<file path="src/rtl/mem_port_arbiter.sv">
// Arbitrates one fixed-latency single-port memory between instruction fetch and data access.
// Data requests win over fetches; completions are reported with registered one-cycle ready pulses.
module mem_port_arbiter #(
  parameter int WAIT = 2
) (
  input  logic        clk,
  input  logic        reset,
  input  logic        if_req,
  input  logic [31:0] if_addr,
  output logic [31:0] if_rdata,
  output logic        if_ready,
  input  logic        dm_read,
  input  logic        dm_write,
  input  logic [31:0] dm_addr,
  input  logic [31:0] dm_wdata,
  output logic [31:0] dm_rdata,
  output logic        dm_ready,
  output logic        mem_en,
  output logic        mem_we,
  output logic [31:0] mem_addr,
  output logic [31:0] mem_wdata,
  input  logic [31:0] mem_rdata,
  output logic        stall_if,
  output logic        stall_mem
);

  localparam logic [3:0] WaitCnt = 4'(WAIT);

  typedef enum logic [1:0] {
    IDLE   = 2'd0,
    BUSY_D = 2'd1,
    BUSY_I = 2'd2,
    DONE   = 2'd3
  } state_t;

  state_t      state_q, state_d;
  logic [3:0]  cnt_q, cnt_d;
  logic        owner_q, owner_d;
  logic        discard_q, discard_d;
  logic        mem_en_q, mem_en_d;
  logic        mem_we_q, mem_we_d;
  logic [31:0] mem_addr_q, mem_addr_d;
  logic [31:0] mem_wdata_q, mem_wdata_d;
  logic [31:0] if_rdata_q, if_rdata_d;
  logic        if_ready_q, if_ready_d;
  logic [31:0] dm_rdata_q, dm_rdata_d;
  logic        dm_ready_q, dm_ready_d;

  always_ff @(posedge clk or posedge reset) begin
    if (reset) begin
      state_q     <= IDLE;
      cnt_q       <= 4'd0;
      owner_q     <= 1'b0;
      discard_q   <= 1'b0;
      mem_en_q    <= 1'b0;
      mem_we_q    <= 1'b0;
      mem_addr_q  <= 32'd0;
      mem_wdata_q <= 32'd0;
      if_rdata_q  <= 32'd0;
      if_ready_q  <= 1'b0;
      dm_rdata_q  <= 32'd0;
      dm_ready_q  <= 1'b0;
    end else begin
      state_q     <= state_d;
      cnt_q       <= cnt_d;
      owner_q     <= owner_d;
      discard_q   <= discard_d;
      mem_en_q    <= mem_en_d;
      mem_we_q    <= mem_we_d;
      mem_addr_q  <= mem_addr_d;
      mem_wdata_q <= mem_wdata_d;
      if_rdata_q  <= if_rdata_d;
      if_ready_q  <= if_ready_d;
      dm_rdata_q  <= dm_rdata_d;
      dm_ready_q  <= dm_ready_d;
    end
  end

  always_comb begin
    state_d     = state_q;
    cnt_d       = cnt_q;
    owner_d     = owner_q;
    discard_d   = discard_q;
    mem_en_d    = 1'b0;
    mem_we_d    = mem_we_q;
    mem_addr_d  = mem_addr_q;
    mem_wdata_d = mem_wdata_q;
    if_rdata_d  = if_rdata_q;
    if_ready_d  = 1'b0;
    dm_rdata_d  = dm_rdata_q;
    dm_ready_d  = 1'b0;

    unique case (state_q)
      IDLE: begin
        if (dm_read || dm_write) begin
          state_d     = BUSY_D;
          owner_d     = 1'b1;
          discard_d   = 1'b0;
          cnt_d       = WaitCnt;
          mem_en_d    = 1'b1;
          mem_we_d    = dm_write;
          mem_addr_d  = dm_addr;
          mem_wdata_d = dm_wdata;
        end else if (if_req) begin
          state_d    = BUSY_I;
          owner_d    = 1'b0;
          discard_d  = 1'b0;
          cnt_d      = WaitCnt;
          mem_en_d   = 1'b1;
          mem_we_d   = 1'b0;
          mem_addr_d = if_addr;
        end
      end

      // A fetch withdrawn at any point, including the capture cycle, suppresses its ready pulse.
      BUSY_D, BUSY_I: begin
        cnt_d = cnt_q - 4'd1;
        if (!owner_q && !if_req) begin
          discard_d = 1'b1;
        end
        if (cnt_q == 4'd1) begin
          state_d = DONE;
          if (owner_q) begin
            if (!mem_we_q) begin
              dm_rdata_d = mem_rdata;
            end
            dm_ready_d = 1'b1;
          end else begin
            if_rdata_d = mem_rdata;
            if_ready_d = !discard_q && if_req;
          end
        end
      end

      DONE: begin
        state_d = IDLE;
      end

      default: begin
        state_d = IDLE;
      end
    endcase
  end

  assign mem_en    = mem_en_q;
  assign mem_we    = mem_we_q;
  assign mem_addr  = mem_addr_q;
  assign mem_wdata = mem_wdata_q;
  assign if_rdata  = if_rdata_q;
  assign if_ready  = if_ready_q;
  assign dm_rdata  = dm_rdata_q;
  assign dm_ready  = dm_ready_q;

  assign stall_if  = if_req && !if_ready_q;
  assign stall_mem = (dm_read || dm_write) && !dm_ready_q;

endmodule

</file>
<file path="config.mk">
export PLATFORM = sky130hd
export DESIGN_NAME = mem_port_arbiter
export DESIGN_NICKNAME = d
export VERILOG_FILES = /design/src/rtl/mem_port_arbiter.sv
export SDC_FILE = /design/constraint.sdc
export NUM_CORES = 1
export LEC_CHECK = 0
export ABC_AREA = 1
export ABC_CLOCK_PERIOD_IN_PS = 4900
export CAP_MARGIN = 20
export CORE_MARGIN = 5
export CORE_UTILIZATION = 38
export CTS_CLUSTER_SIZE = 20
export DETAILED_ROUTE_END_ITERATION = 6
export MAX_ROUTING_LAYER = met4
export PLACE_DENSITY = 0.81
export REMOVE_ABC_BUFFERS = 1
export SYNTH_ARGS = -nofsm -noshare
export SYNTH_HDL_FRONTEND = slang
export SYNTH_SLANG_ARGS = --single-unit
</file>
<file path="constraint.sdc">
create_clock -name clk -period 4.9 [get_ports clk]
set_input_delay 0.98 -clock clk [delete_from_list [all_inputs] [get_ports clk]]
set_output_delay 0.98 -clock clk [all_outputs]
set_load 0.1 [all_outputs]
</file>
### Word level (Yosys, flattened, before mapping)

Index checks and enable logic that the tools add are counted.

* equality and inequality tests: 7
* reductions and logical operators: 21
* bitwise operators: 2
* multiplexer cells: 24
* add/subtract/negate cells: 1

Operator list (number)
* $mux 32: 2
* $mux 1: 14
* $mux 4: 2
* $pmux 4 s2: 1
* $reduce_and 2->1: 4
* $mux 2: 3
* $pmux 2 s3: 1
* $reduce_and 3->1: 2
* $logic_not 1->1: 5
* $eq 2x2->1 const B: 2
* $eq 4x1->1 const B: 1
* $logic_and 1x1->1: 4
* $ne 2x2->1 const B: 2
* $reduce_and 4->1: 1
* $reduce_bool 2->1: 2
* $sub 4x1->4 const B: 1
* $ne 3x3->1 const B: 1
* $eq 2x1->1 const B: 1
* $logic_not 2->1: 1
* $not 1->1: 2
* $pmux 1 s2: 1
* $reduce_or 2->1: 1
* $logic_or 1x1->1: 1

* word-level logic and storage cells: 67
* input port bits: 133
* bits in registers: 140

### Depth between registers and ports, before layout

Gate-level depths: netlist (run 1).

* word-level depth: 5
* mapped depth: 9

### Least setup slack after synthesis (run 1)

Ideal clock, no wire load.

* kind: input -> output
* start point: input port dm_write
* end point: output port stall_mem
* slack: 1.332 ns
* cell stages on the path: 4
* data required time: 3.920 ns
* arrival: 2.588 ns
* cells stage by stage: nor2_1 buf_4 buf_2 nor2_1

* cells in the longest elaborated chain, start to end: 2

RTL lines
* start: declaration: line 13 `input logic dm_write,`
* $logic_or 1x1->1: line 155 `assign stall_mem = (dm_read || dm_write) && !dm_ready_q;`
* $logic_and 1x1->1: line 155
* end: declaration: line 24 `output logic stall_mem`

Every way passes these cells.

### Worst setup path in the final report (run 1)

Same ends and word-level chain as after synthesis.

==> impl_metrics.py, run 1 <==
metrics = {
    "finish": {
        "syn_to_final_growth_pct": 55.95,
        "final_cells": 1181,
        "fill_cells": 1360,
        "final_nets": 1089,
        "drive_gt1_share_pct": 8.083,
        "n_antenna_cell": 0,
    },
    "global_routing": {
        "grt_pass1_wl_um": 26700,
        "track_usage_pct": 19.12,
        "antenna_found_initial": 0,
        "gr-total-overflow": 0,
        "grt_pass1_vias": 5303,
        "grt_max_degree": 86,
    },
    "placed_design": {
        "place_ws_ns": 1.409,
        "place_inst": 1148,
        "place_congestion": 0.8112,
        "io_buffers": 266,
        "dp_hpwl_um": 12200,
    },
    "detailed_routing": {
        "wl_per_cell_um": 14.54,
        "first_iter_violations": 225,
        "via_per_inst": 4.532,
        "dr.pass1.iters": 4,
        "drt_wl_total_um": 17180,
        "vias": 5352,
        "antenna_left": 0,
        "remaining_drc_errors": 0,
    },
    "sta": {
        "finClkSkew_ns": 0.007288,
        "fin_crit_sh_pct": 67.37,
        "final_hold_viol_count": 0,
        "maxSlewViolCount": 0,
        "setup_tns_ns": 0,
        "setup_violations": 0,
        "rsz0062_at_grt": "false",
        "hold_ws_ns": 0.4517,
        "relSlewSlack_pct": 30.99,
        "max_freq_mhz": 302.9,
        "fin_crit_ns": 3.301,
        "worst_slack_ns": 1.599,
        "worstMarginPinSlew_ns": 1.032,
    },
    "synth": {
        "ys_ff_latch": 140,
        "yosysMostFrequentCell": "nand2_1",
        "synth_area_um2": 6022,
        "yosys_warnings": 0,
        "synthTopCellsByCount": "nand2_1, dfrtp_1, inv_1",
        "netlist_instances": 696,
        "synth_largest_area_cell": "dfrtp_1",
        "synth_area_per_cell_um2": 8.652,
        "synth_edf_count": 0,
        "ys_seq_area_share_pct": 58.18,
        "synth_top_area_share_pct": 58.18,
        "synth_ff_type": "dfrtp_1",
        "synth.area.top_cells": "dfrtp_1, nand2_1, a21oi_2",
        "yosysUniqueCellTypes": 28,
        "async_flop_share_pct": 100.0,
    },
    "die": {
        "io_pins": 267,
        "start_util_pct": 38.33,
        "die-area_um2": 18460,
        "die_w_um": 135.9,
        "fp.coreArea_um2": 15710,
        "die_h_um": 135.9,
        "num_rows": 46,
    },
    "clock_tree": {
        "clock_latency_ns": 0.41,
        "holdBufCountCts": 0,
        "h-tree-depth": 4,
        "cts_buffer_depth": 2,
        "clk_pin_slew_worst_paths_ns": 0.06,
        "cts-root-buf": "clkbuf_16",
        "cts_tree": "yes",
        "cts_buffers": 17,
        "cts_sinks": 140,
        "ctsResizeCount": 0,
        "post-cts-setup-buffer-count": 0,
    },
    "critical_path": {
        "critPathArrivalTime_ns": 2.32,
        "r2r_slack_ns": 2.50,
        "reg2reg_from": "state_q[0]",
        "r2r-end": "owner_q",
        "critPathMaxFanout": 37,
        "crit_type": "primary input to primary output",
        "rr_worst_depth": 6,
        "endpoint_kind": "primary output",
        "cp-start-kind": "primary input",
        "cp.required_ns": 3.92,
    },
    "min_path": {
        "hold_depth": 1,
        "hp-class": "flip-flop to flip-flop",
        "holdPathEnd": "if_ready",
        "min_from": "discard_q",
    },
    "outcome": {
        "status": "completed",
    },
    "flow_run": {
        "maxCapViolCount": 0,
    },
}
cells in the final DEF (no fill, tap or decap):
| cell | instances |
|---|---|
| clkinv_1 | 1 |
| clkinvlp_4 | 1 |
| nor2_1 | 38 |
| o21a_1 | 1 |
| a21oi_2 | 28 |
| ha_1 | 4 |
| inv_1 | 41 |
| clkinv_4 | 2 |
| nor3_1 | 2 |
| nand4_1 | 2 |
| bufinv_16 | 3 |
| nor2_4 | 1 |
| inv_6 | 1 |
| buf_16 | 1 |
| nand2_2 | 2 |
| clkbuf_8 | 2 |
| nand3b_1 | 1 |
| xnor2_1 | 1 |
| a21oi_1 | 5 |
| nand3_1 | 36 |
| nand2_1 | 310 |
| o211ai_1 | 1 |
| a21boi_0 | 1 |
| clkbuf_1 | 1 |
| or2_2 | 1 |
| dfrtp_1 | 140 |
| buf_4 | 10 |
| inv_2 | 1 |
| clkdlybuf4s50_1 | 264 |
| o21ai_0 | 38 |
| nor2_2 | 2 |
| clkinv_2 | 6 |
| clkbuf_16 | 17 |
worst max-delay path: stages:
cell and delay [ns]:
clkdlybuf4s50_1 0.45, nor2_2 0.18, buf_4 0.39, nor2_1 0.07, buf_4 0.24
routing by layer:
metal / vias up / GRT usage, % / wire length (um)
li1: 2674 / - / -
met1: 2434 / 22.79 / 7289
met2: 215 / 31.17 / 8162
met3: 29 / 5.107 / 1344
met4: 0 / 7.335 / 378
met5: - / - / 0
cell type report:
cell class / instances / area, um2 / area share, %
clock buffers: 20 / 456.7 / 4.863
clock inverters: 12 / 145.1 / 1.545
inverters: 44 / 170.2 / 1.812
multi-input cells: 474 / 2101 / 22.37
flip-flops and latches: 140 / 3503 / 37.30
well taps: 216 / 270.3 / 2.878
repair buffers: 275 / 2745 / 29.23
worst max path at each step:
stage / from / end / slack [ns] / depth (start not counted)
floorplan: reset / cnt_q[0] / 0.17 / 1
global placement: dm_write / owner_q / 1.48 / 7
detailed placement: dm_write / owner_q / 1.41 / 7
CTS: dm_write / stall_mem / 1.60 / 5
global route: dm_write / stall_mem / 1.55 / 5
finish: dm_write / stall_mem / 1.60 / 5
per-stage QoR:
| step | area, um2 | utilization (%) |
|---|---|---|
| 2_1_floorplan | 5767 | - |
| 3_3_place_gp | 8762 | 55.77 |
| 3_5_place_dp | 8762 | 55.77 |
| 4_1_cts | 9364 | 59.60 |
| 5_1_grt | 9392 | 59.77 |
| 6_report | 9392 | 59.77 |
logic make-up (layout without fill, tap and decap cells):
family / after synthesis / in the layout / share of synthesized area [%]
and+or+nand+nor: 395 / 395 / 25.85
DFF: 140 / 140 / 58.18
AOI/OAI and AO/OA: 74 / 74 / 8.020
xor gates and xnor gates: 1 / 1 / 0.1455
buffers and inverters: 82 / 351 / 6.981
adders and majority gates: 4 / 4 / 0.8311
registers in the layout, summed over array words and instances (netlist names), 2 cells and up:
signal and cells:
dm_rdata 32, mem_addr 32, state_q 2, mem_wdata 32, if_rdata 32, cnt_q 4
Power of run 1 is not shown: default switching activity piles up to over one toggle a cycle in this logic, so the estimate is an artifact.
==> run 2: changes to the inputs <==
--- a/config.mk
+++ b/config.mk
@@ -6,7 +6,7 @@
 export NUM_CORES = 1
 export LEC_CHECK = 0
 export ABC_AREA = 1
-export ABC_CLOCK_PERIOD_IN_PS = 4900
+export ABC_CLOCK_PERIOD_IN_PS = 2900
 export CAP_MARGIN = 20
 export CORE_MARGIN = 5
 export CORE_UTILIZATION = 38
==> constraint.sdc (replaced) <==
create_clock -name clk -period 2.9 [get_ports clk]
set_input_delay 0.58 -clock clk [delete_from_list [all_inputs] [get_ports clk]]
set_output_delay 0.58 -clock clk [all_outputs]
set_load 0.1 [all_outputs]
==> run 2 against run 1 <==
Against the previous run:
- core utilization down 1.4 points
- worst setup slack got worse by 0.88 ns
- non-clock buffer count up 5
- die area stayed put
- via count down 0.17%
==> impl_metrics.py, run 2 (synthesized netlist as in run 1, its figures left out) <==
metrics = {
    "flow_run": {
        "maxCapViolCount": 0,
    },
    "finish": {
        "drive_gt1_share_pct": 22.08,
        "layout_common_cells": "nand2_1, buf_4, dfrtp_1",
        "post-route-cell-area_um2": 9166,
        "final_core_util_pct": 58.34,
        "syn_to_final_growth_pct": 52.21,
        "final_nets": 1094,
        "final_common_cell": "nand2_1",
    },
    "min_path": {
        "hp-class": "flip-flop to flip-flop",
    },
    "placed_design": {
        "place_congestion": 0.8137,
        "dp_hpwl_um": 12390,
        "place_ws_ns": 0.5970,
        "io_buffers": 266,
        "dpl_cell_area_um2": 8539,
    },
    "clock_tree": {
        "cts-root-buf": "clkbuf_16",
        "h-tree-depth": 4,
        "cts_sinks": 140,
        "cts_buffers": 17,
        "post-cts-setup-buffer-count": 0,
        "clk_pin_slew_worst_paths_ns": 0.06,
        "holdBufCountCts": 0,
        "clock_latency_ns": 0.41,
        "ctsResizeCount": 0,
        "cts_tree": "yes",
        "cts_buffer_depth": 2,
    },
    "global_routing": {
        "track_usage_pct": 19.08,
        "antenna_found_initial": 1,
        "grt_pass1_vias": 5335,
        "grt_max_degree": 66,
        "grt_pass1_wl_um": 26650,
        "gr-total-overflow": 0,
    },
    "detailed_routing": {
        "dr.pass1.iters": 4,
        "antenna_left": 0,
        "first_iter_violations": 242,
        "via_per_inst": 4.505,
        "drt_wl_total_um": 16830,
        "remaining_drc_errors": 0,
        "vias": 5343,
        "wl_per_cell_um": 14.19,
    },
    "die": {
        "die_w_um": 135.9,
        "fp.coreArea_um2": 15710,
        "num_rows": 46,
        "die_h_um": 135.9,
        "die-area_um2": 18460,
        "start_util_pct": 38.33,
        "io_pins": 267,
    },
    "sta": {
        "finClkSkew_ns": 0.008568,
        "setup_tns_ns": 0,
        "worst_slack_ns": 0.7152,
        "final_hold_viol_count": 0,
        "maxSlewViolCount": 0,
        "worstMarginPinSlew_ns": 0.7542,
        "fin_crit_ns": 2.185,
        "max_freq_mhz": 457.7,
        "setup_violations": 0,
        "relSlewSlack_pct": 49.72,
        "rsz0062_at_grt": "false",
        "fin_crit_sh_pct": 75.34,
    },
    "critical_path": {
        "critPathArrivalTime_ns": 1.60,
        "endpoint_kind": "primary output",
        "crit_path_max_incr_delay_ns": 0.52,
        "cp.required_ns": 2.32,
        "slowest_stage": "clkdlybuf4s50_1",
        "crit_type": "primary input to primary output",
        "critPathMaxFanout": 4,
        "cp-start-kind": "primary input",
        "path_cells": "clkdlybuf4s50_1 > nor2_2 > nor2_1 > buf_12",
    },
    "outcome": {
        "status": "completed",
    },
}
## run 2: cell count changes in the layout (fill, tap and decap cells not counted), moves of 3 or more
| cell | before | now |
|---|---|---|
| clkinv_2 | 6 | 3 |
| buf_4 | 10 | 143 |
| buf_12 | 0 | 5 |
| clkdlybuf4s50_1 | 264 | 132 |
## run 2: layout make-up
| cell class | instances | area [um2] |
|---|---|---|
| multi-input cells | 474 | 2101 |
| repair buffers | 280 | 2495 |
| diodes | 1 | 2.502 |
| clock buffers | 20 | 456.7 |
| clock inverters | 11 | 167.7 |
| fillers | 1370 | 6546 |
| well taps | 216 | 270.3 |
| flip-flops and latches | 140 | 3503 |
| inverters | 44 | 170.2 |
## run 2: final timing paths
| kind | from | endpoint | slack, ns | cells past startpoint |
|---|---|---|---|---|
| hold reg to reg | discard_q | if_ready | 0.45 | 1 |
| hold / removal | discard_q | if_ready | 0.45 | 1 |
| max in group asynchronous | reset | dm_rdata[0] | 1.70 | 3 |
| setup / recovery | dm_write | stall_mem | 0.72 | 4 |
| setup reg to reg | state_q[0] | cnt_q[0] | 1.00 | 6 |
| min in group asynchronous | reset | mem_en | 0.61 | 2 |
## run 2: through the flow
| step | cells | hold WS [ns] |
|---|---|---|
| floorplan | 658 | 0.4086 |
| global placement | 1154 | 0.4286 |
| detailed placement | 1154 | 0.4548 |
| CTS | 1185 | 0.4578 |
| global route | 1186 | 0.4739 |
| finish | 1186 | 0.4466 |
## run 2: worst max-delay path: cells and delay by family
kind          cells  cell delay (ns)
simple gates      2             0.29
buf+inv           2             0.73
## run 2: per-layer routing
| layer | GRT usage [%] | share of wire, % | up-vias |
|---|---|---|---|
| li1 | - | - | 2676 |
| met1 | 22.48 | 42 | 2429 |
| met3 | 5.885 | 9.0 | 31 |
| met4 | 7.335 | 2.1 | 0 |
| met5 | - | 0 | - |
| met2 | 30.84 | 47 | 207 |
Power of run 2 is left out for the same reason.
